File: src/rtl/pattern_gen.sv
// Video test-pattern source: two-stage pipeline turning raster counters into 24-bit RGB.
// Optional build macro PATGEN_BORDER_EN forces a one-pixel white border over every pattern.
module pattern_gen #(
    parameter logic [11:0] ACTIVE_H       = 12'd1920,
    parameter logic [10:0] ACTIVE_V       = 11'd1080,
    parameter logic [7:0]  FRAMES_PER_PAT = 8'd120,
    parameter logic [11:0] BOX_SIZE       = 12'd64,
    parameter logic [11:0] BOX_STEP       = 12'd4
) (
    input  logic        clk,
    input  logic        reset,
    input  logic        hsync_in,
    input  logic        vsync_in,
    input  logic        de_in,
    input  logic [11:0] hcnt,
    input  logic [10:0] vcnt,
    input  logic [2:0]  pat_sel,
    input  logic        auto_en,
    output logic        hsync_out,
    output logic        vsync_out,
    output logic        de_out,
    output logic [7:0]  r,
    output logic [7:0]  g,
    output logic [7:0]  b,
    output logic [2:0]  pat_cur
);

    localparam logic [11:0] BAR_W      = ACTIVE_H / 12'd8;
    localparam logic [11:0] MAX_X      = ACTIVE_H - BOX_SIZE;
    localparam logic [10:0] BOX_SIZE_Y = BOX_SIZE[10:0];
    localparam logic [10:0] STEP_Y     = BOX_STEP[10:0];
    localparam logic [10:0] MAX_Y      = ACTIVE_V - BOX_SIZE_Y;

    localparam logic [23:0] WHITE = 24'hFFFFFF;
    localparam logic [23:0] BLACK = 24'h000000;
    localparam logic [23:0] GREY  = 24'h808080;
    localparam logic [23:0] RED   = 24'hFF0000;
    localparam logic [23:0] BLUE  = 24'h0000FF;

    logic        hs_1_r;
    logic        vs_1_r;
    logic        de_1_r;
    logic [11:0] hcnt_1_r;
    logic [10:0] vcnt_1_r;

    logic        vsync_prev_r;
    logic [7:0]  frame_cnt_r;
    logic [11:0] box_x_r;
    logic [10:0] box_y_r;
    logic        dir_x_r;
    logic        dir_y_r;

    logic        fe_s;
    logic [2:0]  bar_idx_s;
    logic        in_box_s;
    logic [23:0] pix_s;
    logic [23:0] rgb_s;

    function automatic logic [23:0] bar_colour(input logic [2:0] idx);
        logic [23:0] c;
        case (idx)
            3'd0:    c = 24'hFFFFFF;
            3'd1:    c = 24'hFFFF00;
            3'd2:    c = 24'h00FFFF;
            3'd3:    c = 24'h00FF00;
            3'd4:    c = 24'hFF00FF;
            3'd5:    c = 24'hFF0000;
            3'd6:    c = 24'h0000FF;
            3'd7:    c = 24'h000000;
            default: c = 24'h000000;
        endcase
        return c;
    endfunction

    // Frame event: falling edge of vsync_in against its registered copy.
    assign fe_s = vsync_prev_r & ~vsync_in;

    // Stage 1: register sync, DE and counters.
    always_ff @(posedge clk or posedge reset) begin
        if (reset) begin
            hs_1_r   <= 1'b1;
            vs_1_r   <= 1'b1;
            de_1_r   <= 1'b0;
            hcnt_1_r <= 12'd0;
            vcnt_1_r <= 11'd0;
        end else begin
            hs_1_r   <= hsync_in;
            vs_1_r   <= vsync_in;
            de_1_r   <= de_in;
            hcnt_1_r <= hcnt;
            vcnt_1_r <= vcnt;
        end
    end

    // Pattern selection: manual latch or auto-cycle, both only on the frame event.
    always_ff @(posedge clk or posedge reset) begin
        if (reset) begin
            vsync_prev_r <= 1'b1;
            frame_cnt_r  <= 8'd0;
            pat_cur      <= 3'd0;
        end else begin
            vsync_prev_r <= vsync_in;
            if (!auto_en) begin
                frame_cnt_r <= 8'd0;
                if (fe_s) begin
                    pat_cur <= pat_sel;
                end else begin
                    pat_cur <= pat_cur;
                end
            end else if (fe_s) begin
                if (frame_cnt_r == FRAMES_PER_PAT - 8'd1) begin
                    frame_cnt_r <= 8'd0;
                    pat_cur     <= pat_cur + 3'd1;
                end else begin
                    frame_cnt_r <= frame_cnt_r + 8'd1;
                end
            end else begin
                frame_cnt_r <= frame_cnt_r;
            end
        end
    end

    // Box motion: bounce each axis between 0 and ACTIVE-BOX_SIZE, once per frame.
    always_ff @(posedge clk or posedge reset) begin
        if (reset) begin
            box_x_r <= 12'd0;
            box_y_r <= 11'd0;
            dir_x_r <= 1'b0;
            dir_y_r <= 1'b0;
        end else if (fe_s) begin
            if (!dir_x_r) begin
                if (box_x_r + BOX_STEP >= MAX_X) begin
                    box_x_r <= MAX_X;
                    dir_x_r <= 1'b1;
                end else begin
                    box_x_r <= box_x_r + BOX_STEP;
                end
            end else begin
                if (box_x_r <= BOX_STEP) begin
                    box_x_r <= 12'd0;
                    dir_x_r <= 1'b0;
                end else begin
                    box_x_r <= box_x_r - BOX_STEP;
                end
            end
            if (!dir_y_r) begin
                if (box_y_r + STEP_Y >= MAX_Y) begin
                    box_y_r <= MAX_Y;
                    dir_y_r <= 1'b1;
                end else begin
                    box_y_r <= box_y_r + STEP_Y;
                end
            end else begin
                if (box_y_r <= STEP_Y) begin
                    box_y_r <= 11'd0;
                    dir_y_r <= 1'b0;
                end else begin
                    box_y_r <= box_y_r - STEP_Y;
                end
            end
        end else begin
            box_x_r <= box_x_r;
            box_y_r <= box_y_r;
        end
    end

    // Colour-bar index by threshold compare against multiples of the bar width.
    always_comb begin
        bar_idx_s = 3'd0;
        for (int k = 1; k < 8; k++) begin
            if (hcnt_1_r >= 12'(BAR_W * k)) begin
                bar_idx_s = 3'(k);
            end else begin
                bar_idx_s = bar_idx_s;
            end
        end
    end

    // Pattern decode from stage-1 counters.
    always_comb begin
        in_box_s = (hcnt_1_r >= box_x_r) && (hcnt_1_r < box_x_r + BOX_SIZE) &&
                   (vcnt_1_r >= box_y_r) && (vcnt_1_r < box_y_r + BOX_SIZE_Y);
        case (pat_cur)
            3'd0:    pix_s = bar_colour(bar_idx_s);
            3'd1:    pix_s = {3{hcnt_1_r[10:3]}};
            3'd2:    pix_s = {3{vcnt_1_r[9:2]}};
            3'd3:    pix_s = ((hcnt_1_r[5:0] == 6'd0) || (vcnt_1_r[5:0] == 6'd0)) ? WHITE : BLACK;
            3'd4:    pix_s = in_box_s ? RED : BLUE;
            3'd5:    pix_s = WHITE;
            3'd6:    pix_s = GREY;
            3'd7:    pix_s = (hcnt_1_r[6] ^ vcnt_1_r[6]) ? WHITE : BLACK;
            default: pix_s = BLACK;
        endcase
    end

`ifdef PATGEN_BORDER_EN
    // Border override on the first/last active column and row.
    always_comb begin
        if ((hcnt_1_r == 12'd0) || (hcnt_1_r == ACTIVE_H - 12'd1) ||
            (vcnt_1_r == 11'd0) || (vcnt_1_r == ACTIVE_V - 11'd1)) begin
            rgb_s = WHITE;
        end else begin
            rgb_s = pix_s;
        end
    end
`else
    assign rgb_s = pix_s;
`endif

    // Stage 2: registered outputs, RGB blanked outside DE.
    always_ff @(posedge clk or posedge reset) begin
        if (reset) begin
            hsync_out <= 1'b1;
            vsync_out <= 1'b1;
            de_out    <= 1'b0;
            r         <= 8'd0;
            g         <= 8'd0;
            b         <= 8'd0;
        end else begin
            hsync_out <= hs_1_r;
            vsync_out <= vs_1_r;
            de_out    <= de_1_r;
            if (de_1_r) begin
                r <= rgb_s[23:16];
                g <= rgb_s[15:8];
                b <= rgb_s[7:0];
            end else begin
                r <= 8'd0;
                g <= 8'd0;
                b <= 8'd0;
            end
        end
    end

endmodule

File: config.mk
export PLATFORM = sky130hd
export DESIGN_NAME = pattern_gen
export DESIGN_NICKNAME = d
export VERILOG_FILES = /design/src/rtl/pattern_gen.sv
export SDC_FILE = /design/constraint.sdc
export NUM_CORES = 1
export LEC_CHECK = 0
export BUFFER_PORTS_ARGS = -buffer_cell sky130_fd_sc_hd__buf_2
export CORE_AREA = 2 2 116 118
export DETAILED_ROUTE_END_ITERATION = 8
export DIE_AREA = 0 0 118 120
export PLACE_DENSITY_LB_ADDON = 0.25
export RECOVER_POWER = 25
export SYNTH_ARGS = -nofsm -noshare
export SYNTH_HDL_FRONTEND = slang
export SYNTH_SLANG_ARGS = --single-unit
File: constraint.sdc
create_clock -name clk -period 3.5 [get_ports clk]
set_input_delay 0.7 -clock clk [delete_from_list [all_inputs] [get_ports clk]]
set_output_delay 0.7 -clock clk [all_outputs]
set_load 0.01 [all_outputs]
==> results.json <==
{
  "place_congestion": 0.863,
  "period_share": 0.829,
  "place_hpwl_mm": 9.42,
  "fin_tns_setup_ns": 0,
  "p_leak_nw": 2.63,
  "fp.dieW_um": 118,
  "vdd_drop_max_v": 0.000230,
  "layout_setup_ws_ns": 0.597,
  "path_cells": "ha_1 > xnor2_1 > ha_1 > a21o_1 > a21o_1 > a2111oi_0 > nand4_1 > o21bai_2 > a21oi_1",
  "ys_async_sr_fraction": 1.00,
  "cp_slowest_cell": "dfrtp_1",
  "place.port_buffers": 61,
  "synth_seq_area_share": 0.420,
  "areaGrowthSynthToFinish_pct": 14.6,
  "ys_warn_count": 0,
  "cts_hold_buf": 0,
  "fmax_mhz": 344,
  "h-tree-depth": 3,
  "gr-total-overflow": 0,
  "hp-class": "reg2reg",
  "timing.slew.headroom": -0.161,
  "syn_area_per_cell_um2": 9.30,
  "synth-edff-count": 0,
  "die_area_mm2": 0.0142,
  "crit_type": "reg2reg",
  "start_util": 0.391,
  "post-route-min-period_ns": 2.90,
  "diodes": 0,
  "crit_required_ns": 3.71,
  "status": "complete, but fails checks",
  "finClkSkew_ns": 0.00883,
  "drtPass1Iterations": 6,
  "whs_ns": 0.358,
  "syn-num-nets": 625,
  "fin_area_mm2": 0.00582,
  "place_ws_ns": 0.603,
  "rows": 42,
  "critPathMaxStageDelay_ns": 0.46,
  "cts_resized": 0,
  "numCtsBuffers": 9,
  "syn_area_mm2": 0.00508,
  "rsz0062_at_grt": "false",
  "core_area_mm2": 0.0130,
  "grt_use_total": 0.188,
  "path_buf_inv": 0,
  "viasPerCell": 5.63,
  "end_kind": "flop",
  "drt_drc_violations_left": 0,
  "die_h_um": 120,
  "violations": "capacitance limit, slew limit",
  "drt_iter0_markers": 335,
  "synth_ff_type": "dfrtp_1",
  "postPlaceCellArea_mm2": 0.00552,
  "antenna_found_initial": 0,
  "grt_pass1_wl_mm": 21.3,
  "crit_path_max_fanout": 8,
  "final_nets": 673,
  "syn-instance-count": 546,
  "ys_ff_latch": 85,
  "start_kind": "flop",
  "cts_tree": "built",
  "clk-insertion-delay-late_ns": 0.35,
  "clock_path_buffers": 2,
  "io_pins": 62,
  "post_cts_buffers": 0,
  "synth.distinct_cells": 59,
  "grt_pass1_vias": 4265,
  "cts.sinks": 85,
  "post-route-util": 0.448,
  "drt-total-wl_mm": 12.5,
  "vias": 4365,
  "cts-root-buf": "clkbuf_16",
  "worst_path_dominant_cell_family": "compound AO/OA/AOI/OAI gates",
  "drv_slew": 38,
  "timing_hold_violations_final": 0,
  "ant_nets": 0,
  "worst_pin_slew_ns": 1.73,
  "grt_max_degree": 49,
  "cp.arrival_ns": 3.11,
  "layout-drive-gt1-share": 0.145,
  "power.density_mw_per_mm2": 618,
  "setup_violations": 0,
  "cap_violations": 1,
  "wire_per_inst_um": 16.1,
  "path_clk_slew_ns": 0.07
}
==> report_power, final <==
group | switching (mW) | internal [mW] | total (mW)
Clock | 0.422 | 0.565 | 0.987
Combinational | 0.743 | 0.493 | 1.24
Sequential | 0.202 | 1.17 | 1.37
Total | 1.37 | 2.23 | 3.59
==> synthesized netlist by cell type (all sizes together), types with 5 or more instances <==
cell type   n  area, um^2
xnor2      16         140
o21ai      42         210
nor2b       5        31.3
a22oi      14         105
nand4      10        62.6
a211oi      6        50.1
o211ai      6        45.0
nand2      40         150
a21oi      36         180
nor2       46         173
nor3       12        71.3
o31ai       7        52.6
a31oi       8        50.1
buf         5        40.0
inv        33         124
and3       10        62.6
ha         47         588
nand2b      8        50.1
nor4        5        37.5
nand3      22         110
dfrtp      81        2030
o31a        8        70.1
clkbuf     22        82.6
==> final cells by class <==
| cell class | count | area (um^2) |
|---|---|---|
| Clock inverter | 7 | 81.3 |
| Fill cell | 1260 | 7160 |
| Sequential cell | 85 | 2130 |
| Clock buffer | 9 | 225 |
| Multi-Input combinational cell | 401 | 2700 |
| Inverter | 33 | 125 |
| Timing Repair Buffer | 64 | 337 |
| Tap cell | 176 | 220 |
==> worst paths after layout <==
path | slack (ns) | start | endpoint | cells after the start
setup / recovery | 0.60 | box_y_r[6] | b[0] | 9
hold / removal | 0.36 | hs_1_r | hsync_out | 0
setup reg to reg | 0.60 | box_y_r[6] | b[0] | 9
hold reg to reg | 0.36 | hs_1_r | hsync_out | 0
max in group asynchronous | 1.87 | reset | box_x_r[8] | 3
min in group asynchronous | 0.77 | reset | box_y_r[6] | 2
==> registers in the layout, indices dropped and copies added (netlist names) <==
signal / cells
box_y_r: 9
dir_y_r: 1
vsync_prev_r: 1
box_x_r: 10
dir_x_r: 1
hsync_out: 1
g: 8
frame_cnt_r: 8
de_out: 1
pat_cur: 3
vcnt_1_r: 11
vsync_out: 1
b: 8
de_1_r: 1
hs_1_r: 1
r: 8
hcnt_1_r: 12
==> per-stage QoR <==
step / total power [mW] / instances
floorplan: 2.24 / 546
global placement: 2.58 / 759
detailed placement: 2.62 / 759
CTS: 3.61 / 775
global route: 3.86 / 775
finish: 3.59 / 775
==> routing by layer <==
metal / part of all wire / GRT usage / wire (um)
met5: 0 / 0 / 0
met2: 0.47 / 0.309 / 5940
met3: 0.054 / 0.0456 / 677
met1: 0.45 / 0.243 / 5670
met4: 0.019 / 0.0663 / 233
==> cells in the final DEF, fill, tap and decap left out, drive strengths merged, types with 4 or more instances in the layout <==
master,count
and3,10
nand2,40
o31ai,7
xnor2,16
a31oi,8
ha,47
dfrtp,81
o21ai,42
o211ai,6
nand2b,8
buf,61
dfstp,4
nand4,10
o221ai,4
a21oi,36
o31a,8
a22oi,14
inv,36
nor4,5
clkbuf,12
nand3,22
nor2b,5
nor2,46
a2111oi,4
nor3,12
a211oi,6
==> cell families after synthesis <==
kind of cell    after synthesis  synth area share
buf+inv                      60            0.0486
mux                           3           0.00592
xor+xnor                     18            0.0311
fa+ha+maj                    48             0.118
simple gates                170             0.165
flops                        85             0.420
compound gates              162             0.211
Note: power is estimated with default switching activity, not from simulation.
